### src/rtl/ad9783_pkg.sv
// Shared AD9783 SPI definitions: instruction word layout, constants and the
// read-engine state encoding, common to the read and write sequencers.
package ad9783_pkg;

  localparam int FRAME_BITS     = 16;
  localparam int DATA_BITS      = 8;
  localparam int INSTR_RW_BIT   = 15;
  localparam int INSTR_N_MSB    = 14;
  localparam int INSTR_N_LSB    = 13;
  localparam int INSTR_ADDR_MSB = 12;
  localparam int INSTR_ADDR_LSB = 8;

  localparam logic       AD9783_RW_READ    = 1'b1;
  localparam logic [1:0] AD9783_N_ONE_BYTE = 2'b00;

  localparam logic [2:0] ST_IDLE  = 3'd0;
  localparam logic [2:0] ST_SETUP = 3'd1;
  localparam logic [2:0] ST_SHIFT = 3'd2;
  localparam logic [2:0] ST_HOLD  = 3'd3;
  localparam logic [2:0] ST_DONE  = 3'd4;

  // The low byte stays zero: the DAC owns SDO while those bits are clocked.
  function automatic logic [FRAME_BITS-1:0] build_read_instr(input logic [4:0] addr);
    logic [FRAME_BITS-1:0] word;
    word = '0;
    word[INSTR_RW_BIT] = AD9783_RW_READ;
    word[INSTR_N_MSB:INSTR_N_LSB] = AD9783_N_ONE_BYTE;
    word[INSTR_ADDR_MSB:INSTR_ADDR_LSB] = addr;
    return word;
  endfunction

endpackage

### src/rtl/spi_sck_gen.sv
// Half-period divider: emits a tick every CLK_DIV cycles while running and,
// when toggling is enabled, flips SCK on each tick with rise/fall strobes.
module spi_sck_gen #(
  parameter int CLK_DIV = 4
) (
  input  logic clk,
  input  logic rst_n,
  input  logic run,
  input  logic toggle,
  output logic sck,
  output logic tick,
  output logic sck_rise,
  output logic sck_fall
);

  localparam logic [7:0] RELOAD = 8'(CLK_DIV - 1);

  logic [7:0] div_cnt;

  assign tick     = run && (div_cnt == 8'd0);
  assign sck_rise = tick && toggle && !sck;
  assign sck_fall = tick && toggle && sck;

  always_ff @(posedge clk or negedge rst_n) begin
    if (!rst_n) begin
      div_cnt <= RELOAD;
      sck     <= 1'b0;
    end else if (!run) begin
      div_cnt <= RELOAD;
      sck     <= 1'b0;
    end else begin
      if (div_cnt == 8'd0) div_cnt <= RELOAD;
      else                 div_cnt <= div_cnt - 8'd1;
      if (tick && toggle) sck <= ~sck;
    end
  end

endmodule

### src/rtl/ad9783_spi_reader.sv
// AD9783 register read engine: sends a one-byte read instruction, captures the
// returned byte from SDO and flags/counts mismatches against an expected value.
module ad9783_spi_reader
  import ad9783_pkg::*;
#(
  parameter int CLK_DIV  = 4,
  parameter int SCK_IDLE = 0
) (
  input  logic       clk_in,
  input  logic       rst_n_in,
  input  logic       rd_trig_in,
  input  logic [4:0] rd_addr_in,
  input  logic [7:0] exp_data_in,
  input  logic       err_clr_in,
  output logic       busy_out,
  output logic       rd_valid_out,
  output logic [7:0] rd_data_out,
  output logic       mismatch_out,
  output logic [7:0] err_cnt_out,
  output logic       spi_scs_out,
  output logic       spi_sck_out,
  output logic       spi_sdo_out,
  input  logic       spi_sdi_in
);

  logic [1:0]            rst_sync;
  logic                  rst_n;
  logic [2:0]            state;
  logic [4:0]            bit_cnt;
  logic [FRAME_BITS-1:0] instr;
  logic [FRAME_BITS-1:0] tx_shift;
  logic [DATA_BITS-1:0]  rx_shift;
  logic [7:0]            exp_lat;
  logic                  sck_level;
  logic                  tick;
  logic                  sck_rise;
  logic                  sck_fall;
  logic                  run;

  // Reset asserts asynchronously but releases only on a clock edge.
  always_ff @(posedge clk_in or negedge rst_n_in) begin
    if (!rst_n_in) rst_sync <= 2'b00;
    else           rst_sync <= {rst_sync[0], 1'b1};
  end
  assign rst_n = rst_sync[1];

  assign instr = build_read_instr(rd_addr_in);
  assign run   = (state == ST_SETUP) || (state == ST_SHIFT) || (state == ST_HOLD);

  spi_sck_gen #(.CLK_DIV(CLK_DIV)) u_sck_gen (
    .clk      (clk_in),
    .rst_n    (rst_n),
    .run      (run),
    .toggle   (state == ST_SHIFT),
    .sck      (sck_level),
    .tick     (tick),
    .sck_rise (sck_rise),
    .sck_fall (sck_fall)
  );

  assign spi_sck_out = (SCK_IDLE != 0) ? ~sck_level : sck_level;

  always_ff @(posedge clk_in or negedge rst_n) begin
    if (!rst_n) begin
      state        <= ST_IDLE;
      bit_cnt      <= 5'd0;
      tx_shift     <= '0;
      rx_shift     <= '0;
      exp_lat      <= 8'd0;
      busy_out     <= 1'b0;
      spi_scs_out  <= 1'b1;
      spi_sdo_out  <= 1'b0;
      rd_valid_out <= 1'b0;
      rd_data_out  <= 8'd0;
      mismatch_out <= 1'b0;
      err_cnt_out  <= 8'd0;
    end else begin
      rd_valid_out <= 1'b0;
      case (state)
        ST_IDLE: begin
          if (rd_trig_in) begin
            tx_shift    <= {instr[FRAME_BITS-2:0], 1'b0};
            spi_sdo_out <= instr[FRAME_BITS-1];
            exp_lat     <= exp_data_in;
            busy_out    <= 1'b1;
            spi_scs_out <= 1'b0;
            bit_cnt     <= 5'd0;
            rx_shift    <= '0;
            state       <= ST_SETUP;
          end
        end
        ST_SETUP: begin
          if (tick) state <= ST_SHIFT;
        end
        ST_SHIFT: begin
          // Only the trailing data byte carries DAC read-back on SDO.
          if (sck_rise && (bit_cnt >= 5'(FRAME_BITS - DATA_BITS)))
            rx_shift <= {rx_shift[DATA_BITS-2:0], spi_sdi_in};
          if (sck_fall) begin
            spi_sdo_out <= tx_shift[FRAME_BITS-1];
            tx_shift    <= {tx_shift[FRAME_BITS-2:0], 1'b0};
            if (bit_cnt == 5'(FRAME_BITS - 1)) state <= ST_HOLD;
            else                               bit_cnt <= bit_cnt + 5'd1;
          end
        end
        ST_HOLD: begin
          if (tick) begin
            spi_scs_out <= 1'b1;
            busy_out    <= 1'b0;
            state       <= ST_DONE;
          end
        end
        ST_DONE: begin
          rd_valid_out <= 1'b1;
          rd_data_out  <= rx_shift;
          mismatch_out <= (rx_shift != exp_lat);
          state        <= ST_IDLE;
        end
        default: state <= ST_IDLE;
      endcase

      // A clear in the same cycle as a counted mismatch takes priority.
      if (err_clr_in)
        err_cnt_out <= 8'd0;
      else if ((state == ST_DONE) && (rx_shift != exp_lat) && (err_cnt_out != 8'hFF))
        err_cnt_out <= err_cnt_out + 8'd1;
    end
  end

endmodule

### config.mk
export PLATFORM = sky130hd
export DESIGN_NAME = ad9783_spi_reader
export DESIGN_NICKNAME = d
export VERILOG_FILES = /design/src/rtl/ad9783_pkg.sv /design/src/rtl/spi_sck_gen.sv /design/src/rtl/ad9783_spi_reader.sv
export SDC_FILE = /design/constraint.sdc
export NUM_CORES = 1
export LEC_CHECK = 0
export BUFFER_PORTS_ARGS = -buffer_cell sky130_fd_sc_hd__buf_2
export CORE_AREA = 2 2 104 106
export CTS_CLUSTER_DIAMETER = 120
export DETAILED_ROUTE_END_ITERATION = 10
export DIE_AREA = 0 0 106 108
export PLACE_DENSITY = 0.48
export REMOVE_ABC_BUFFERS = 1
export SETUP_SLACK_MARGIN = 0.02
export SLEW_MARGIN = 5
export SYNTH_ARGS = -nofsm -noshare
export SYNTH_HDL_FRONTEND = slang
export SYNTH_SLANG_ARGS = --single-unit
### constraint.sdc
create_clock -name clk_in -period 2.6 [get_ports clk_in]
set_clock_uncertainty 0.15 [all_clocks]
set_input_delay 0.52 -clock clk_in [delete_from_list [all_inputs] [get_ports clk_in]]
set_output_delay 0.52 -clock clk_in [all_outputs]
set_load 0.02 [all_outputs]
[Word level (Yosys, flattened, before mapping)]
Index checks and enable logic that the tools add are counted.
Operators by class
  add/subtract/negate cells: 3
  order comparisons: 1
  eq/ne operators: 15
  muxes and demuxes: 31
  bitwise operators: 1
  reduce and logical (&&, ||, !) cells: 21
Operator list (number)
  $mux 8: 6
  $mux 16: 2
  $pmux 16 s2: 1
  $pmux 8 s2: 1
  $mux 3: 5
  $mux 5: 3
  $ne 2x2->1 const B: 6
  $pmux 3 s4: 1
  $pmux 5 s2: 1
  $reduce_and 3->1: 3
  $add 8x1->8 const B: 1
  $logic_not 8->1: 1
  $mux 1: 8
  $ne 8x8->1: 1
  $ne 8x8->1 const B: 1
  $sub 8x1->8 const B: 1
  $logic_and 1x1->1: 7
  $eq 3x2->1 const B: 2
  $pmux 1 s2: 3
  $reduce_bool 2->1: 3
  $add 5x1->5 const B: 1
  $eq 5x4->1 const B: 1
  $ge 5x4->1 const B: 1
  $reduce_and 5->1: 1
  other kinds (9): 11
Storage, ports and cells
  register bits after elaboration: 72
  bits of input ports: 18
  output and inout port bits: 22
  logic and storage cells: 87

[Longest topological paths before layout]
  word-level depth: 9
  gate-level depth with buffers: 8
  gate-level depth less buffers: 7

[By module]
A second synthesis with hierarchy kept.
Unflattened totals
  cell total of the unflattened synthesis: 282
  area, all modules: 2907.8 um2
By module, submodules not included
  ad9783_spi_reader: times used 1, cells each 232, area each 2406.1 um2, seq. area each 1352.5 um2
  spi_sck_gen: times used 1, cells each 50, area each 501.7 um2, seq. area each 227.7 um2

[Worst setup path before layout]
Ideal clock, no wire load.
  path type: register -> register
  start: register bit_cnt[0]
  end: register bit_cnt[4]
  setup time: 125 ps
  arrival time: 1784 ps
  required time: 2325 ps
  path slack: 542 ps
  cell stages (with the launch flop): 8
  path buffers: 0
  clock period less this slack: 2058 ps
  path through: dfrtp_1 > ha_1 > and3_1 > ha_1 > o21ai_1 > nand2_1 > nor2_1 > mux2_2
On the way
  longest elaborated chain between the ends: 4
  elaborated cells between the ends (all ways): 7
  those cells by class: add/sub (1); eq/ne (2); mux (3); reduce/logical (1)
RTL lines
  from (decl): line ad9783_spi_reader.sv:29  | logic [4:0] bit_cnt;
  from (signal assigned): line ad9783_spi_reader.sv:103  | else bit_cnt <= bit_cnt + 5'd1;
  $add 5x1->5: line ad9783_spi_reader.sv:103
  $mux 5: line ad9783_spi_reader.sv:102  | if (bit_cnt == 5'(FRAME_BITS - 1)) state <= ST_HOLD;
  $mux 5: line ad9783_spi_reader.sv:99  | if (sck_fall) begin
  $pmux 5 s2: line ad9783_spi_reader.sv:79  | case (state)
Several ways; a longest one is shown, not always the timed one. The select of a mux whose other input is x is not followed.
A chain may end at the register's enable or synchronous reset.

[Worst setup path in the final report]
Same ends and word-level chain as after synthesis.

==> results.sh <==
export IMPL_io_pins=40
export IMPL_worstSetupStartpointType="flip-flop"
export IMPL_vdd_drop_max_mv=0.269
export IMPL_global_route_usage_met1_pct=17.4
export IMPL_wirelength_um=6150
export IMPL_synth_cell_type_count=52
export IMPL_area_growth_syn_to_layout_pct=19.5
export IMPL_period_share_pct=84.3
export IMPL_holdWs_ns=0.112
export IMPL_firstDrtPassIters=4
export IMPL_grt_ovfl_total=0
export IMPL_grt_pass1_wl_um=10800
export IMPL_outcome="completed"
export IMPL_maxCapViolations=0
export IMPL_cts_root_buf="clkbuf_8"
export IMPL_synthTopCellsByArea="dfrtp_1, nand2_1, xnor2_1"
export IMPL_powerDensity_nw_per_um2=809
export IMPL_nets=381
export IMPL_critPathRequiredTime_ns=2.66
export IMPL_synthArstFlopShare_pct=100
export IMPL_grt_busiest_layer="met1"
export IMPL_place_inst=481
export IMPL_grt_usage_pct=12.0
export IMPL_die_h_um=108
export IMPL_htreeDepth=3
export IMPL_seq_area_um2=1580
export IMPL_synthMostInstantiatedCell="nand2_1"
export IMPL_gr_usage_met3_pct=2.71
export IMPL_r2r_cells=7
export IMPL_grt_max_degree=39
export IMPL_ys_top_cells_by_count="nand2_1, dfrtp_1, nor2_1"
export IMPL_drive_gt1_share_pct=23.2
export IMPL_synth_avg_cell_area_um2=9.71
export IMPL_period_minus_slack_ns=2.19
export IMPL_cts_hold_buf=1
export IMPL_clk_latency_ns=0.33
export IMPL_core_um2=10200
export IMPL_leakage_nw=1.63
export IMPL_cts_buffers_inserted=9
export IMPL_core_rowCount=37
export IMPL_worst_pin_slew_ns=0.702
export IMPL_drv_slew=0
export IMPL_die_area_um2=11400
export IMPL_synth_seq_area_share_pct=52.0
export IMPL_grt_pass1_vias=2243
export IMPL_vias=2221
export IMPL_layoutNonFillerInstCount=498
export IMPL_wl_per_cell_um=12.3
export IMPL_critical_path_class="flip-flop to flip-flop"
export IMPL_cts_path_max_buffers=2
export IMPL_hold_path_class="flip-flop to async pin"
export IMPL_place_port_buffers=39
export IMPL_synth_top_area_share_pct=49.4
export IMPL_hold_violations=0
export IMPL_endpoint_kind="flip-flop"
export IMPL_postCtsSetupBuffers=0
export IMPL_fmax_mhz=456
export IMPL_hpwl_um=4350
export IMPL_synth_main_ff_cell="dfrtp_1"
export IMPL_multiInputGateArea_um2=1350
export IMPL_slew_headroom_pct=53.0
export IMPL_synth_area_leader_cell="dfrtp_1"
export IMPL_drc_errors=0
export IMPL_rsz0062_at_grt="no"
export IMPL_drtIter0Drc=109
export IMPL_n_fill_cell=1060
export IMPL_ant_nets=0
export IMPL_antenna_cells=0
export IMPL_synth_warnings=0
export IMPL_synth_edf_count=0
export IMPL_start_util_pct=29.7
export IMPL_path_clk_slew_ns=0.07
export IMPL_cts_tree="built"
export IMPL_ctsResizeCount=0
export IMPL_use_met2_pct=17.1
export IMPL_synth_area_um2=3040
export IMPL_finalSetupViolCount=0
export IMPL_crit_arrival_ns=2.26
export IMPL_critPathMaxFanout=4
export IMPL_yosys_register_bits=63
export IMPL_postSynthCellCount=313
export IMPL_die_width_um=106
export IMPL_cts_sinks=63
export IMPL_viasPerCell=4.46
export IMPL_finalSetupTns_ns=0
export IMPL_antenna_found_initial=0
export IMPL_place_congestion=0.798
-- power by group --
part	leakage [nW]	total, mW	switching, mW	internal [mW]
Combinational	0.715	0.625	0.366	0.259
Sequential	0.791	1.30	0.164	1.14
Clock	0.123	1.01	0.368	0.646
Total	1.63	2.94	0.898	2.04
-- layer usage --
metal  share of wire [%]  vias to the layer above
met5                   0                        -
li1                    -                     1126
met1                  52                     1040
met4                 1.8                        0
met3                 4.2                       10
met2                  42                       45
-- flip-flops by register name, indices dropped and copies added, names as in the netlist --
name / cells
u_sck_gen.sck: 1
err_cnt_out: 8
spi_scs_out: 1
tx_shift: 7
rd_valid_out: 1
spi_sdo_out: 1
u_sck_gen.div_cnt: 8
busy_out: 1
rd_data_out: 8
mismatch_out: 1
rst_sync: 2
bit_cnt: 5
state: 3
rx_shift: 8
exp_lat: 8
-- path summary, 6_finish.rpt --
kind / startpoint / endpoint / slack, ns
setup / recovery: bit_cnt[0] / bit_cnt[4] / 0.41
hold / removal: rst_sync[1] / exp_lat[4] / 0.11
setup reg to reg: bit_cnt[0] / bit_cnt[4] / 0.41
hold reg to reg: rst_sync[1] / exp_lat[4] / 0.11
max in group asynchronous: rst_sync[1] / spi_scs_out / 1.53
min in group clk_in: rst_sync[0] / rst_sync[1] / 0.20
-- kinds of logic (layout without fill, tap and decap cells) --
kind of cell,after synthesis,count (layout),synth area share (%)
simple gates,159,159,25.3
flops,63,63,52.0
compound gates,39,39,8.90
buf+inv,21,70,3.75
xor+xnor,15,15,4.32
mux,9,9,3.09
fa+ha+maj,6,6,2.47
other cells,1,1,0.123
-- area by class of cell --
type	instances	share of cell area, %
sequential	63	43.6
multi-input combinational	229	37.2
timing repair buffer	44	6.83
clock buffer	14	5.03
tap	136	4.69
clock inverter	2	1.65
inverter	10	1.03
-- metrics by stage --
step	util (%)	instance area [um^2]	setup WS, ns	power [mW]
3_5_place_dp	33.0	3380	0.418	1.96
3_3_place_gp	33.0	3380	0.443	1.95
5_1_grt	35.5	3630	0.236	3.15
6_report	35.5	3630	0.408	2.94
2_1_floorplan	-	2960	0.267	1.77
4_1_cts	35.5	3630	0.399	3.00
-- cells in the final DEF (no fill, tap or decap), types with 2 or more instances in the layout --
master / synthesis / final
nor3_1: 7 / 7
xor2_1: 3 / 3
nand2_2: 2 / 2
mux2i_1: 6 / 6
nor4b_1: 3 / 2
dfstp_2: 3 / 3
buf_4: 3 / 3
o21a_1: 2 / 2
bufinv_16: 0 / 2
nor3b_2: 2 / 2
mux2_2: 3 / 3
o31ai_1: 3 / 3
xnor2_1: 12 / 12
nor2_1: 20 / 20
nand3_1: 6 / 6
nand2b_1: 4 / 4
o21ai_1: 4 / 4
or3_1: 2 / 2
ha_1: 6 / 6
nand4_1: 2 / 2
a31oi_1: 2 / 2
nor3_4: 2 / 2
inv_1: 8 / 8
dfrtp_1: 60 / 59
or4_1: 3 / 3
buf_2: 1 / 39
nand2_1: 95 / 95
a21o_1: 3 / 3
clkbuf_8: 0 / 13
o21ai_0: 12 / 12
a21oi_1: 5 / 5
inv_2: 2 / 2
-- critical path, cell delays in order (launching register included) --
cell	delay (ns)
dfrtp_1	0.40
ha_1	0.22
and3_1	0.18
ha_1	0.19
o21ai_1	0.21
nand2_1	0.11
nor2_1	0.25
mux2_2	0.37
(Power assumes the default switching activity.)
